File: config.mk
export PLATFORM = sky130hd
export DESIGN_NAME = ddr_axi_req_sched
export DESIGN_NICKNAME = d
export VERILOG_FILES = /design/src/rtl/ddr_axi_req_sched.sv
export SDC_FILE = /design/constraint.sdc
export NUM_CORES = 1
export LEC_CHECK = 0
export BUFFER_PORTS_ARGS = -buffer_cell sky130_fd_sc_hd__buf_2
export CORE_MARGIN = 1
export CORE_UTILIZATION = 45
export CTS_CLUSTER_SIZE = 16
export DETAILED_ROUTE_END_ITERATION = 10
export GPL_TIMING_DRIVEN = 1
export PLACE_DENSITY = 0.8
export SLEW_MARGIN = 10
export SYNTH_ARGS = -nofsm -noshare
export SYNTH_HDL_FRONTEND = slang
export SYNTH_SLANG_ARGS = --single-unit
File: constraint.sdc
create_clock -name clk -period 2.65 [get_ports clk]
set_input_delay 0.1325 -clock clk [delete_from_list [all_inputs] [get_ports clk]]
set_output_delay 0.1325 -clock clk [all_outputs]
set_load 0.01 [all_outputs]
File: src/rtl/ddr_axi_req_sched.sv
// Round-robin scheduler sharing one DDR3 command channel between NUM_REQ requesters,
// with periodic refresh insertion. Optional statistics counters: CR_DDR_SCHED_STATS_EN.
module ddr_axi_req_sched #(
  parameter int NUM_REQ      = 4,
  parameter int ADDR_W       = 28,
  parameter int LEN_W        = 8,
  parameter int ID_W         = 2,
  parameter int REF_INTERVAL = 7800,
  parameter int REF_CNT_W    = 16
) (
  input  logic                      clk,
  input  logic                      rst_n,
  input  logic [NUM_REQ-1:0]        req_valid_i,
  output logic [NUM_REQ-1:0]        req_ready_o,
  input  logic [NUM_REQ-1:0]        req_wr_i,
  input  logic [NUM_REQ*ADDR_W-1:0] req_addr_i,
  input  logic [NUM_REQ*LEN_W-1:0]  req_len_i,
  output logic                      cmd_valid_o,
  input  logic                      cmd_ready_i,
  output logic                      cmd_wr_o,
  output logic [ADDR_W-1:0]         cmd_addr_o,
  output logic [LEN_W-1:0]          cmd_len_o,
  output logic [ID_W-1:0]           cmd_id_o,
  input  logic                      cmd_done_i,
  output logic                      ref_req_o,
  input  logic                      ref_ack_i,
  output logic                      busy_o,
  output logic                      ref_overrun_o
`ifdef CR_DDR_SCHED_STATS_EN
  ,
  output logic [NUM_REQ*16-1:0]     stat_grant_cnt_o,
  output logic [15:0]               stat_ref_cnt_o
`endif
);

  typedef enum logic [1:0] {
    S_IDLE,
    S_ISSUE,
    S_WAIT_DONE,
    S_REFRESH
  } state_e;

  state_e               state_q, state_d;
  logic [ID_W-1:0]      rr_ptr_q, rr_ptr_d;
  logic                 cmd_wr_q, cmd_wr_d;
  logic [ADDR_W-1:0]    cmd_addr_q, cmd_addr_d;
  logic [LEN_W-1:0]     cmd_len_q, cmd_len_d;
  logic [ID_W-1:0]      cmd_id_q, cmd_id_d;
  logic [REF_CNT_W-1:0] ref_cnt_q, ref_cnt_d;
  logic                 ref_pending_q, ref_pending_d;
  logic                 ref_overrun_q, ref_overrun_d;

  logic [ADDR_W-1:0] addr_arr [NUM_REQ];
  logic [LEN_W-1:0]  len_arr  [NUM_REQ];

  logic            sel_found;
  logic [ID_W-1:0] sel_idx;
  logic [ID_W:0]   scan;
  logic            cmd_hs;
  logic            ref_done;
  logic            ref_expire;

  for (genvar g = 0; g < NUM_REQ; g++) begin : g_unpack
    assign addr_arr[g] = req_addr_i[g*ADDR_W +: ADDR_W];
    assign len_arr[g]  = req_len_i[g*LEN_W +: LEN_W];
  end

  assign cmd_valid_o   = (state_q == S_ISSUE);
  assign ref_req_o     = (state_q == S_REFRESH);
  assign busy_o        = (state_q != S_IDLE);
  assign cmd_hs        = cmd_valid_o & cmd_ready_i;
  assign ref_done      = ref_req_o & ref_ack_i;
  assign ref_expire    = (ref_cnt_q == '0);
  assign cmd_wr_o      = cmd_wr_q;
  assign cmd_addr_o    = cmd_addr_q;
  assign cmd_len_o     = cmd_len_q;
  assign cmd_id_o      = cmd_id_q;
  assign ref_overrun_o = ref_overrun_q;

  // Scan rr_ptr, rr_ptr+1, ... wrapping at NUM_REQ; the first valid requester wins.
  always_comb begin
    // NOTE: every combinational output gets a default first so no path leaves it unassigned (no latch).
    sel_found = 1'b0;
    sel_idx   = '0;
    scan      = '0;
    for (int i = 0; i < NUM_REQ; i++) begin
      scan = {1'b0, rr_ptr_q} + (ID_W+1)'(i);
      if (scan >= (ID_W+1)'(NUM_REQ)) scan = scan - (ID_W+1)'(NUM_REQ);
      if (!sel_found && req_valid_i[scan[ID_W-1:0]]) begin
        sel_found = 1'b1;
        sel_idx   = scan[ID_W-1:0];
      end
    end
  end

  always_comb begin
    req_ready_o = '0;
    if (cmd_hs) req_ready_o[cmd_id_q] = 1'b1;
  end

  always_comb begin
    state_d    = state_q;
    rr_ptr_d   = rr_ptr_q;
    cmd_wr_d   = cmd_wr_q;
    cmd_addr_d = cmd_addr_q;
    cmd_len_d  = cmd_len_q;
    cmd_id_d   = cmd_id_q;
    case (state_q)
      S_IDLE: begin
        if (ref_pending_q) begin
          state_d = S_REFRESH;
        end else if (sel_found) begin
          cmd_wr_d   = req_wr_i[sel_idx];
          cmd_addr_d = addr_arr[sel_idx];
          cmd_len_d  = len_arr[sel_idx];
          cmd_id_d   = sel_idx;
          state_d    = S_ISSUE;
        end
      end
      S_ISSUE: begin
        if (cmd_ready_i) begin
          rr_ptr_d = (cmd_id_q == ID_W'(NUM_REQ-1)) ? '0 : cmd_id_q + ID_W'(1);
          state_d  = S_WAIT_DONE;
        end
      end
      S_WAIT_DONE: if (cmd_done_i) state_d = S_IDLE;
      S_REFRESH:   if (ref_ack_i)  state_d = S_IDLE;
      default:     state_d = S_IDLE;
    endcase
  end

  // A new expiry coinciding with an ack is a fresh request, not an overrun.
  always_comb begin
    ref_cnt_d     = ref_expire ? REF_CNT_W'(REF_INTERVAL-1) : ref_cnt_q - REF_CNT_W'(1);
    ref_pending_d = ref_pending_q;
    ref_overrun_d = ref_overrun_q;
    if (ref_expire) begin
      ref_pending_d = 1'b1;
      if (ref_pending_q && !ref_done) ref_overrun_d = 1'b1;
    end else if (ref_done) begin
      ref_pending_d = 1'b0;
    end
  end

  always_ff @(posedge clk) begin
    // NOTE: state registers use non-blocking assignments so every flop samples pre-edge values.
    if (!rst_n) begin
      state_q       <= S_IDLE;
      rr_ptr_q      <= '0;
      cmd_wr_q      <= 1'b0;
      cmd_addr_q    <= '0;
      cmd_len_q     <= '0;
      cmd_id_q      <= '0;
      ref_cnt_q     <= REF_CNT_W'(REF_INTERVAL-1);
      ref_pending_q <= 1'b0;
      ref_overrun_q <= 1'b0;
    end else begin
      state_q       <= state_d;
      rr_ptr_q      <= rr_ptr_d;
      cmd_wr_q      <= cmd_wr_d;
      cmd_addr_q    <= cmd_addr_d;
      cmd_len_q     <= cmd_len_d;
      cmd_id_q      <= cmd_id_d;
      ref_cnt_q     <= ref_cnt_d;
      ref_pending_q <= ref_pending_d;
      ref_overrun_q <= ref_overrun_d;
    end
  end

`ifdef CR_DDR_SCHED_STATS_EN
  logic [NUM_REQ-1:0][15:0] stat_grant_q;
  logic [15:0]              stat_ref_q;

  always_ff @(posedge clk) begin
    if (!rst_n) begin
      stat_grant_q <= '0;
      stat_ref_q   <= '0;
    end else begin
      if (cmd_hs && stat_grant_q[cmd_id_q] != 16'hFFFF)
        stat_grant_q[cmd_id_q] <= stat_grant_q[cmd_id_q] + 16'd1;
      if (ref_done && stat_ref_q != 16'hFFFF)
        stat_ref_q <= stat_ref_q + 16'd1;
    end
  end

  assign stat_grant_cnt_o = stat_grant_q;
  assign stat_ref_cnt_o   = stat_ref_q;
`endif

endmodule

* Word level (Yosys, flattened, before mapping)
Index checks and enable logic that the tools add are counted.
** Cells by class
- Bitwise gates (word level) :: 5
- Magnitude comparators :: 12
- $mul :: 0
- Muxes and demuxes :: 40
- $add $sub $neg :: 9
- Divide/modulo/power cells :: 0
- Reductions and logical operators :: 18
- Shift-type cells :: 0
- Equality and inequality tests :: 8
** Operators with widths (number)
- binary-select mux 28 bit (select 2 bit) :: 1
- 2-to-1 mux 28 bit :: 2
- 2-to-1 mux 2 bit :: 14
- < comparator 2 x 3 -> 1 bit (second input constant) :: 6
- binary-select mux 8 bit (select 2 bit) :: 1
- zero test 16 bit :: 1
- 2-to-1 mux 8 bit :: 2
- subtractor 16 x 1 -> 16 bit (second input constant) :: 1
- >= comparator 3 bit (second input constant) :: 4
- 2-to-1 mux 1 bit :: 12
- binary-select mux 1 bit (select 2 bit) :: 5
- one-hot mux 2 bit (4 select lines) :: 1
- subtractor 2 x 1 -> 2 bit (second input constant) :: 4
- adder 2 x 2 -> 3 bit (second input constant) :: 2
- equality test 2 bit (second input constant) :: 3
- logical AND 1 bit :: 5
- zero test 1 bit :: 4
- 2-to-1 mux 4 bit :: 1
- != test 2 x 1 -> 1 bit (second input constant) :: 2
- AND reduction 2 bit :: 2
- AND reduction 4 bit :: 1
- nonzero test 2 bit :: 2
- adder 2 x 1 -> 3 bit (second input constant) :: 1
- >= comparator 2 x 3 -> 1 bit (second input constant) :: 1
- other kinds (12) :: 14
** Word-level totals
- Output and inout port bits :: 47
- Memory bits (writable) :: 0
- Bits in latches :: 0
- Memories kept :: 0
- Memory bits (read-only) :: 0
- Register bits after elaboration :: 61

* Depth between registers and ports, before layout
Gate-level depths: netlist (run 1).
- Word-level depth :: 18
- Depth in mapped cells :: 8
- Depth with buffers taken out :: 6

* Worst setup path after synthesis (run 1)
No wires, ideal clock.
- Path type :: reg-to-reg
- Start :: reg ref_cnt_q[10]
- End :: reg ref_cnt_q[6]
- Setup time :: 64 ps
- Clock period less this slack :: 2082 ps
- Path buffers :: 1
- Arrival time :: 2018 ps
- Path slack :: 568 ps
- Cell stages (with the launch flop) :: 7
- Cell sequence :: dfxtp_1 > or4_4 > or3_4 > or4_4 > and2_4 > buf_6 > nand3_1
** Between the ends
- Cells in the longest elaborated chain, start to end :: 2
** RTL lines
- start, declared :: RTL line 49 : logic [REF_CNT_W-1:0] ref_cnt_q, ref_cnt_d;
- start signal, assigned :: RTL line 154 : ref_cnt_q <= REF_CNT_W'(REF_INTERVAL-1);
- start signal, assigned :: RTL line 164 : ref_cnt_q <= ref_cnt_d;
- zero test 16 bit :: RTL line 73 : assign ref_expire = (ref_cnt_q == '0);
- OR reduction 2 bit (no source line)
Every way passes these cells.
A chain may end at the register's enable or synchronous reset.

* Worst setup path after layout (run 1)
- Start :: reg ref_cnt_q[10]
- End :: reg ref_cnt_q[8]
The elaborated chain is that of the path after synthesis.

==> flow_summary_export.csv, run 1 <==
group,metric,value,unit
critical_path,crit_type,"reg2reg",
die,fp.dieArea,8380,sq um
timing,tightest_slew,0.831,ns
finish,area_growth,37.2,%
clock_tree,clkTransAtPathRegs,0.07,ns
critical_path,worst-path-max-fanout,6,
drt,via_per_inst,5.53,
timing,grt_setup_unrepaired,"no",
clock_tree,postCtsSetupRepairBufs,0,
finish,final_common_cell,"buf_2",
die,die_y,91.5,microns
global_routing,grt_first_pass_wirelength,18.1,mm
critical_path,worst_setup_path_start_kind,"flip-flop",
clock_tree,cts_max_level,3,
run_status,run_status,"completed",
critical_path,crit_arrival,2.34,ns
hold_path,hold_end,"cmd_len_o[2]",
timing,finalMaxSlewViolations,0,
timing,hold_slack,0.0921,ns
finish,fin_util,0.641,
synthesis,synth_edf_count,0,
global_routing,antenna_found_initial,0,
timing,finalHoldViolations,0,
placed_design,gp_congestion,0.894,
global_routing,grtUsageTotal,0.274,
timing,fin_setup_tns,0,ns
critical_path,reg2reg_slack,0.54,ns
synthesis,yosysWarningCount,0,
timing,fin_crit_sh,0.798,
critical_path,r2r-end,"ref_cnt_q[8]",
pwr,p_leak,2.31,nW
drt,initialDrtViolationCount,162,
hold_path,hp-start,"req_len_i[10]",
die,die-width,91.5,microns
clock_tree,cts_made_buffers,9,
timing,max_freq,473,MHz
drt,detail-route-antenna-nets,0,
synthesis,synthCells,436,
hold_path,hold_depth,3,
clock_tree,cts_root_buf,"clkbuf_8",
finish,diodes,0,
critical_path,worstSetupEndpointType,"flip-flop",
clock_tree,ctsHoldBuffers,0,
drt,detail_route.wl_per_cell,15.7,microns
pwr,irDropWorstVdd,0.000304,V
synthesis,syn_nets,599,
critical_path,rr_startpoint,"ref_cnt_q[10]",
clock_tree,cts_tree,"built",
die,ios,204,
placed_design,numPortBuffers,203,
synthesis,synth_top_flop_cell,"dfxtp_1",
die,initial_core_util,0.467,
synthesis,yosysSeqAreaShare,0.338,
synthesis,async_flop_share,0,
critical_path,worstPathRequired,2.87,ns
global_routing,overflow,0,
finish,layout_common_cells,"buf_2, dfxtp_1, nand2_1",
synthesis,ys_seq_elements,61,
clock_tree,cts_resized,0,
clock_tree,cts_sinks,61,
drt,remaining_drc_errors,0,
drt,detail_route.first_pass.iterations,4,
timing,min_period,2.11,ns
clock_tree,clockBufferDepth,2,
global_routing,grt_pass1_vias,3706,
timing,skew,0.0120,ns
pwr,power_density,541,nW/um^2
global_routing,grt_max_degree,30,
synthesis,syn-cell-area,3610,sq um
synthesis,postSynthAreaPerCell,8.28,sq um
timing,setup_viol,0,
die,core,7730,sq um
clock_tree,clock_latency,0.34,ns
timing,slew_headroom,0.446,
drt,vias,4073,
critical_path,worst-r2r-cell-count,5,
finish,layout-drive-gt1-share,0.383,
finish,nNetsFinal,792,
die,rows,32,
hold_path,hp-class,"in2reg",
synthesis,synth_cell_type_count,44,
job,maxCapViolations,0,
placed_design,hpwlAfterDp,8.61,mm
drt,wirelength,11.6,mm
how the worst max path moves through the flow:
| stage | from | endpoint |
|---|---|---|
| after floorplan | ref_cnt_q[10] | ref_cnt_q[6] |
| after global placement | ref_cnt_q[8] | ref_cnt_q[8] |
| after detailed placement | ref_cnt_q[10] | ref_cnt_q[15] |
| after CTS | ref_cnt_q[10] | ref_cnt_q[8] |
| after global routing | ref_cnt_q[8] | ref_cnt_q[14] |
| final | ref_cnt_q[10] | ref_cnt_q[8] |
layout make-up:
type                            instances  area (sq um)
Multi-Input combinational cell        334          2230
Fill cell                             661          2780
Clock inverter                          4          70.1
Tap cell                              102           128
Inverter                                6          22.5
Sequential cell                        61          1220
Clock buffer                           12           155
Timing Repair Buffer                  217          1120
where the power goes:
group / total [mW] / switching (mW) / internal (mW)
Clock: 0.938 / 0.360 / 0.578
Combinational: 0.679 / 0.365 / 0.314
Sequential: 1.06 / 0.0558 / 1.01
Total: 2.68 / 0.780 / 1.90
per-stage QoR:
step                      cells  worst slack [ns]  instance area (sq um)  power (mW)
after detailed placement    720             0.541                   4730        1.76
after floorplan             436             0.568                   3610        1.45
final                       736             0.535                   4950        2.68
after global placement      720             0.586                   4730        1.74
after CTS                   736             0.533                   4950        2.69
after global routing        736             0.446                   4950        2.81
metal layers:
layer	share of wire	wire [microns]	GRT usage
met3	0.070	809	0.0461
met1	0.42	4890	0.342
met4	0.015	172	0.0820
met5	0	0	0
met2	0.49	5720	0.478
kinds of logic after synthesis:
family / after synthesis / synth area share
flip-flops: 61 / 0.338
adder cells (fa/ha/maj): 6 / 0.0208
AND/OR/NAND/NOR: 154 / 0.214
AO/OA/AOI/OAI: 123 / 0.240
buffers and inverters: 41 / 0.0461
multiplexers: 39 / 0.112
XOR/XNOR: 12 / 0.0291
registers in the layout (all words and copies together), names as in the netlist:
name and count:
cmd_addr_o 28, ref_overrun_o 1, cmd_id_o 2, cmd_len_o 8
ref_pending_q 1, cmd_wr_o 1, rr_ptr_q 2, state_q 2
ref_cnt_q 16
worst max-delay path, cell delays in order, from the launching register on:
cell and delay [ns]:
dfxtp_1 0.33, or4_4 0.54, or3_4 0.36, or4_4 0.51, nand2_1 0.19, nor2_1 0.07
cells in the mapped netlist, types with 3 or more instances:
cell type	instances	area, sq um
ha_1	6	75.1
and3_1	18	113
clkbuf_1	29	109
nor3_1	8	40.0
xor2_1	3	26.3
dfxtp_1	61	1220
a211o_1	24	210
o21ai_0	36	180
nand2_1	54	203
and2_1	5	31.3
nor2_1	15	56.3
xnor2_1	9	78.8
a21boi_0	15	113
nor2b_1	10	62.6
nor4_1	3	18.8
buf_2	4	20.0
mux2i_1	38	380
inv_1	6	22.5
o211ai_1	36	270
nand3_1	27	135
No activity file was read; power rests on OpenSTA's default activity.
==> inputs of run 2 (changes only) <==
- ABC_AREA: unset -> 1
- CORE_UTILIZATION: 45 -> 48
- PLACE_DENSITY: 0.8 -> 0.81
- clock period: 2.65 -> 1.95 ns (I/O delays scaled with it)
==> run 2 against run 1 <==
The flow now finishes with violations (setup timing). Critical path depth grew 12. Clock skew grew 0.0046 ns. Final cell count grew 50%. Worst setup slack lost 0.67 ns. Sequential power grew 86%. Critical path type unchanged.
==> flow_summary_export.csv, run 2 <==
group,metric,value,unit
run_status,run_status,"finished, violations left",
run_status,violations,"setup timing",
global_routing,overflow,0,
timing,finalMaxSlewViolations,0,
timing,min_period,2.09,ns
clock_tree,cts_root_buf,"clkbuf_8",
critical_path,worst-path-max-fanout,8,
placed_design,numPortBuffers,203,
timing,grt_setup_unrepaired,"yes",
pwr,p_leak,3.79,nW
timing,setup_viol,38,
global_routing,grt_pass1_vias,4840,
finish,diodes,0,
synthesis,yosys-top-cells-count,"nand2_1, nand3_1, nor2_1",
die,rows,34,
synthesis,synth_most_common_cell,"nand2_1",
finish,final_common_cell,"nand2_1",
die,die_y,96.8,microns
timing,fin_setup_tns,-3.02,ns
synthesis,yosysTopAreaCell,"dfxtp_1",
critical_path,crit_type,"reg2reg",
critical_path,worst_setup_path_start_kind,"flip-flop",
placed_design,gp_congestion,0.852,
clock_tree,clkTransAtPathRegs,0.08,ns
timing,fin_crit_sh,1.07,
finish,nNetsFinal,1154,
finish,layout_common_cells,"nand2_1, buf_2, nand3_1",
die,initial_core_util,0.495,
synthesis,synth.area.top_cells,"dfxtp_1, nand2_1, nand3_1",
synthesis,synth_cell_type_count,33,
timing,max_freq,479,MHz
synthesis,synth_edf_count,0,
drt,remaining_drc_errors,0,
clock_tree,cts_sinks,61,
finish,area_growth,54.8,%
critical_path,worstPathRequired,2.20,ns
clock_tree,cts_tree,"built",
drt,initialDrtViolationCount,388,
drt,via_per_inst,5.24,
synthesis,synth.top_cell.area_share,0.283,
global_routing,antenna_found_initial,0,
finish,largest_reg_flops,28,
hold_path,hold_depth,4,
synthesis,postSynthAreaPerCell,5.73,sq um
global_routing,grt_first_pass_wirelength,22.2,mm
synthesis,synthCells,754,
global_routing,grtUsageTotal,0.284,
global_routing,grt_max_degree,31,
hold_path,hp-class,"in2reg",
synthesis,syn_nets,917,
die,ios,204,
timing,finalHoldViolations,0,
die,die-width,96.8,microns
drt,detail-route-antenna-nets,0,
drt,vias,5783,
clock_tree,clockBufferDepth,2,
drt,detail_route.first_pass.iterations,8,
pwr,irDropWorstVdd,0.000798,V
job,maxCapViolations,0,
die,core,8720,sq um
drt,detail_route.wl_per_cell,14.5,microns
die,fp.dieArea,9380,sq um
clock_tree,cts_made_buffers,9,
timing,tightest_slew,0.745,ns
timing,skew,0.0167,ns
synthesis,synth_top_flop_cell,"dfxtp_1",
placed_design,hpwlAfterDp,9.60,mm
finish,layout-drive-gt1-share,0.390,
synthesis,yosysSeqAreaShare,0.283,
timing,slew_headroom,0.499,
clock_tree,clock_latency,0.36,ns
critical_path,worstSetupEndpointType,"flip-flop",
synthesis,async_flop_share,0,
clock_tree,cts_max_level,3,
synthesis,ys_seq_elements,61,
placed_design,dp_slack,-0.0782,ns
pwr,power_density,1500,nW/um^2
timing,worst_slack,-0.138,ns
critical_path,worst-r2r-cell-count,17,
critical_path,crit_arrival,2.34,ns
synthesis,syn-cell-area,4320,sq um
synthesis,yosysWarningCount,0,
drt,wirelength,16.0,mm
==> run 2: worst max-delay path, stage by stage (launching register included) <==
cell and delay, ns:
dfxtp_4 0.39, buf_6 0.14, nand2_4 0.06, nand2_4 0.07
nand2_1 0.07, nand2_1 0.07, nand2_2 0.10, nand2_2 0.09
buf_4 0.14, nand2_2 0.11, nand2_8 0.13, buf_12 0.17
nand3_1 0.11, nand2_1 0.08, nand2_1 0.09, nand3_1 0.06
nand2_1 0.06, inv_1 0.04
==> run 2: area by class of cell <==
type	count	area [sq um]
clock buffer	12	155
clock inverter	4	70.1
fill	645	2040
inverter	85	350
multi-input combinational	572	2950
sequential	61	1230
tap	108	135
timing repair buffer	260	1770
timing repair inverter	2	18.8
==> run 2: stage by stage <==
stage          utilization  total power [mW]  instances  hold WS [ns]  instance area (sq um)
2_1_floorplan            -              5.18        754         0.315                   4320
3_3_place_gp         0.637              6.68       1058         0.373                   5550
3_5_place_dp         0.637              6.73       1058         0.378                   5550
4_1_cts              0.665              8.09       1074        0.0435                   5800
5_1_grt              0.766              10.7       1104        0.0659                   6680
6_report             0.766              10.0       1104        0.0395                   6680
==> run 2: kinds of logic (layout without fill, tap and decap cells) <==
family	count (synthesis)	after routing	synth area share
AND/OR/NAND/NOR	535	537	0.532
buffers and inverters	123	363	0.125
flip-flops	61	61	0.283
AO/OA/AOI/OAI	23	23	0.0304
adder cells (fa/ha/maj)	6	6	0.0174
XOR/XNOR	6	6	0.0122
==> run 2: final timing paths <==
| path | startpoint | endpoint | slack [ns] |
|---|---|---|---|
| hold / removal | cmd_done_i | state_q[1] | 0.04 |
| setup / recovery | rr_ptr_q[0] | cmd_len_o[4] | -0.14 |
| hold reg to reg | ref_cnt_q[0] | ref_cnt_q[0] | 0.39 |
| setup reg to reg | rr_ptr_q[0] | cmd_len_o[4] | -0.14 |
==> run 2: timing repair <==
item | CTS | global route
setup buffers | 0 | 13
pin swaps | 0 | 52
hold buffers | 0 | 0
setup endpoints to repair | 37 | 41
gates cloned | 0 | 17
gates resized for setup | 5 | 132
==> run 2: power by group <==
group	switching (mW)	internal (mW)	leakage [nW]
Clock	0.528	0.786	0.116
Combinational	3.82	2.90	3.17
Sequential	0.288	1.68	0.504
Total	4.64	5.37	3.79
==> run 2: routing by layer <==
layer	vias up	share of wire	global-route usage
li1	2806	-	-
met1	2560	0.39	0.362
met2	334	0.48	0.475
met3	83	0.090	0.0708
met4	0	0.045	0.0804
met5	-	0	0
==> inputs of run 3 (changes only) <==
- ABC_AREA: 1 -> 0
- CORE_UTILIZATION: 48 -> 45
- PLACE_DENSITY: 0.81 -> 0.8
- SLEW_MARGIN: 10 -> 20
- clock period: 1.95 -> 2.1 ns (I/O delays scaled with it)
==> run 3 against run 2 <==
Critical endpoint is now ref_cnt_q[2]. Highest routed layer unchanged. Final area down 25%. Power down 67%. Worst setup slack better by 0.19 ns. The run now ends clean. Sequential power down 32%. Core utilization down 12 points. Final cell count down 33%. First-iteration DRC count down 60%.
==> flow_summary_export.csv, run 3 (same netlist as run 1, synthesis figures left out) <==
group,metric,value,unit
drt,wirelength,11.4,mm
job,maxCapViolations,0,
timing,finalMaxSlewViolations,0,
critical_path,worstPathRequired,2.38,ns
critical_path,reg2reg_slack,0.05,ns
drt,remaining_drc_errors,0,
timing,hold_slack,0.0687,ns
timing,finalHoldViolations,0,
critical_path,worstSetupEndpointType,"flip-flop",
timing,tightest_slew,0.462,ns
finish,diodes,0,
clock_tree,clock_latency,0.34,ns
die,die-width,91.5,microns
clock_tree,cts_made_buffers,9,
run_status,run_status,"completed",
hold_path,hp-class,"in2reg",
clock_tree,cts_tree,"built",
timing,skew,0.00963,ns
global_routing,grt_max_degree,33,
timing,slew_headroom,0.689,
timing,grt_setup_unrepaired,"yes",
die,die_y,91.5,microns
die,initial_core_util,0.467,
clock_tree,cts_root_buf,"clkbuf_8",
pwr,p_leak,2.34,nW
global_routing,antenna_found_initial,0,
global_routing,overflow,0,
die,fp.dieArea,8380,sq um
finish,final_common_cell,"buf_2",
finish,area_growth,39.2,%
drt,initialDrtViolationCount,155,
drt,vias,4054,
die,core,7730,sq um
drt,via_per_inst,5.46,
clock_tree,clkTransAtPathRegs,0.08,ns
clock_tree,cts_sinks,61,
global_routing,grtUsageTotal,0.267,
timing,max_freq,489,MHz
drt,detail_route.wl_per_cell,15.3,microns
clock_tree,ctsHoldBuffers,0,
finish,nNetsFinal,799,
critical_path,worst-path-max-fanout,10,
finish,layout_common_cells,"buf_2, dfxtp_1, nand2_1",
clock_tree,clockBufferDepth,2,
global_routing,grt_pass1_vias,3874,
finish,layout-drive-gt1-share,0.393,
timing,min_period,2.05,ns
clock_tree,cts_max_level,3,
finish,fillers,641,
global_routing,grt_first_pass_wirelength,17.9,mm
finish,largest_reg_flops,28,
timing,fin_crit_sh,0.975,
critical_path,crit_arrival,2.32,ns
timing,setup_viol,0,
pwr,irDropWorstVdd,0.000325,V
die,rows,32,
pwr,power_density,659,nW/um^2
critical_path,worst_setup_path_start_kind,"flip-flop",
placed_design,hpwlAfterDp,8.53,mm
critical_path,crit_type,"reg2reg",
die,ios,204,
placed_design,gp_congestion,0.895,
timing,fin_setup_tns,0,ns
clock_tree,postCtsSetupRepairBufs,0,
drt,detail_route.first_pass.iterations,5,
drt,detail-route-antenna-nets,0,
placed_design,numPortBuffers,203,
run 3: per-layer routing:
layer,up-vias,wire length (microns),global-route usage
met1,1870,4620,0.305
li1,1983,-,-
met2,184,5740,0.487
met5,-,0,0
met4,0,208,0.0926
met3,17,827,0.0528
run 3: cell type report:
class	instances	area (sq um)	share of cell area
repair buffers	224	1210	0.241
well taps	102	128	0.0254
multi-input cells	334	2240	0.445
inverters	6	22.5	0.00448
clock buffers	9	124	0.0247
flip-flops and latches	61	1220	0.243
clock inverters	7	80.1	0.0159
run 3: worst max-delay path, stage by stage (launching register included):
cell and delay (ns):
dfxtp_1 0.33, or4_4 0.54, or3_4 0.36, or4_4 0.45, and2_4 0.22, nand3_1 0.08
run 3: metrics by stage:
step                setup slack, ns  instances  utilization  power [mW]  instance area [sq um]
floorplan                    0.0179        436            -        1.83                   3610
global placement             0.0284        727        0.623        2.22                   4820
detailed placement         -0.00161        727        0.623        2.24                   4820
CTS                          0.0496        743        0.650        3.33                   5020
global route               -0.00365        743        0.650        3.47                   5020
finish                       0.0532        743        0.650        3.31                   5020
run 3: worst paths after layout:
path / start / end / cells past startpoint
min reg2reg: ref_cnt_q[0] / ref_cnt_q[0] / 1
max: ref_cnt_q[10] / ref_cnt_q[2] / 5
max reg2reg: ref_cnt_q[10] / ref_cnt_q[2] / 5
min: req_addr_i[29] / cmd_addr_o[1] / 3
run 3: where the power goes:
group	internal [mW]	leakage (nW)	total, mW	switching, mW
registers	1.27	0.500	1.34	0.0679
clock network	0.564	0.0973	1.09	0.530
logic	0.420	1.74	0.880	0.459
run 3: repair_timing:
| action | 4_1_cts | 5_1_grt |
|---|---|---|
| pin swaps | 1 | 0 |
| gates cloned | 0 | 0 |
| gates resized for setup | 0 | 1 |
| endpoints found under the setup margin | 6 | 1 |
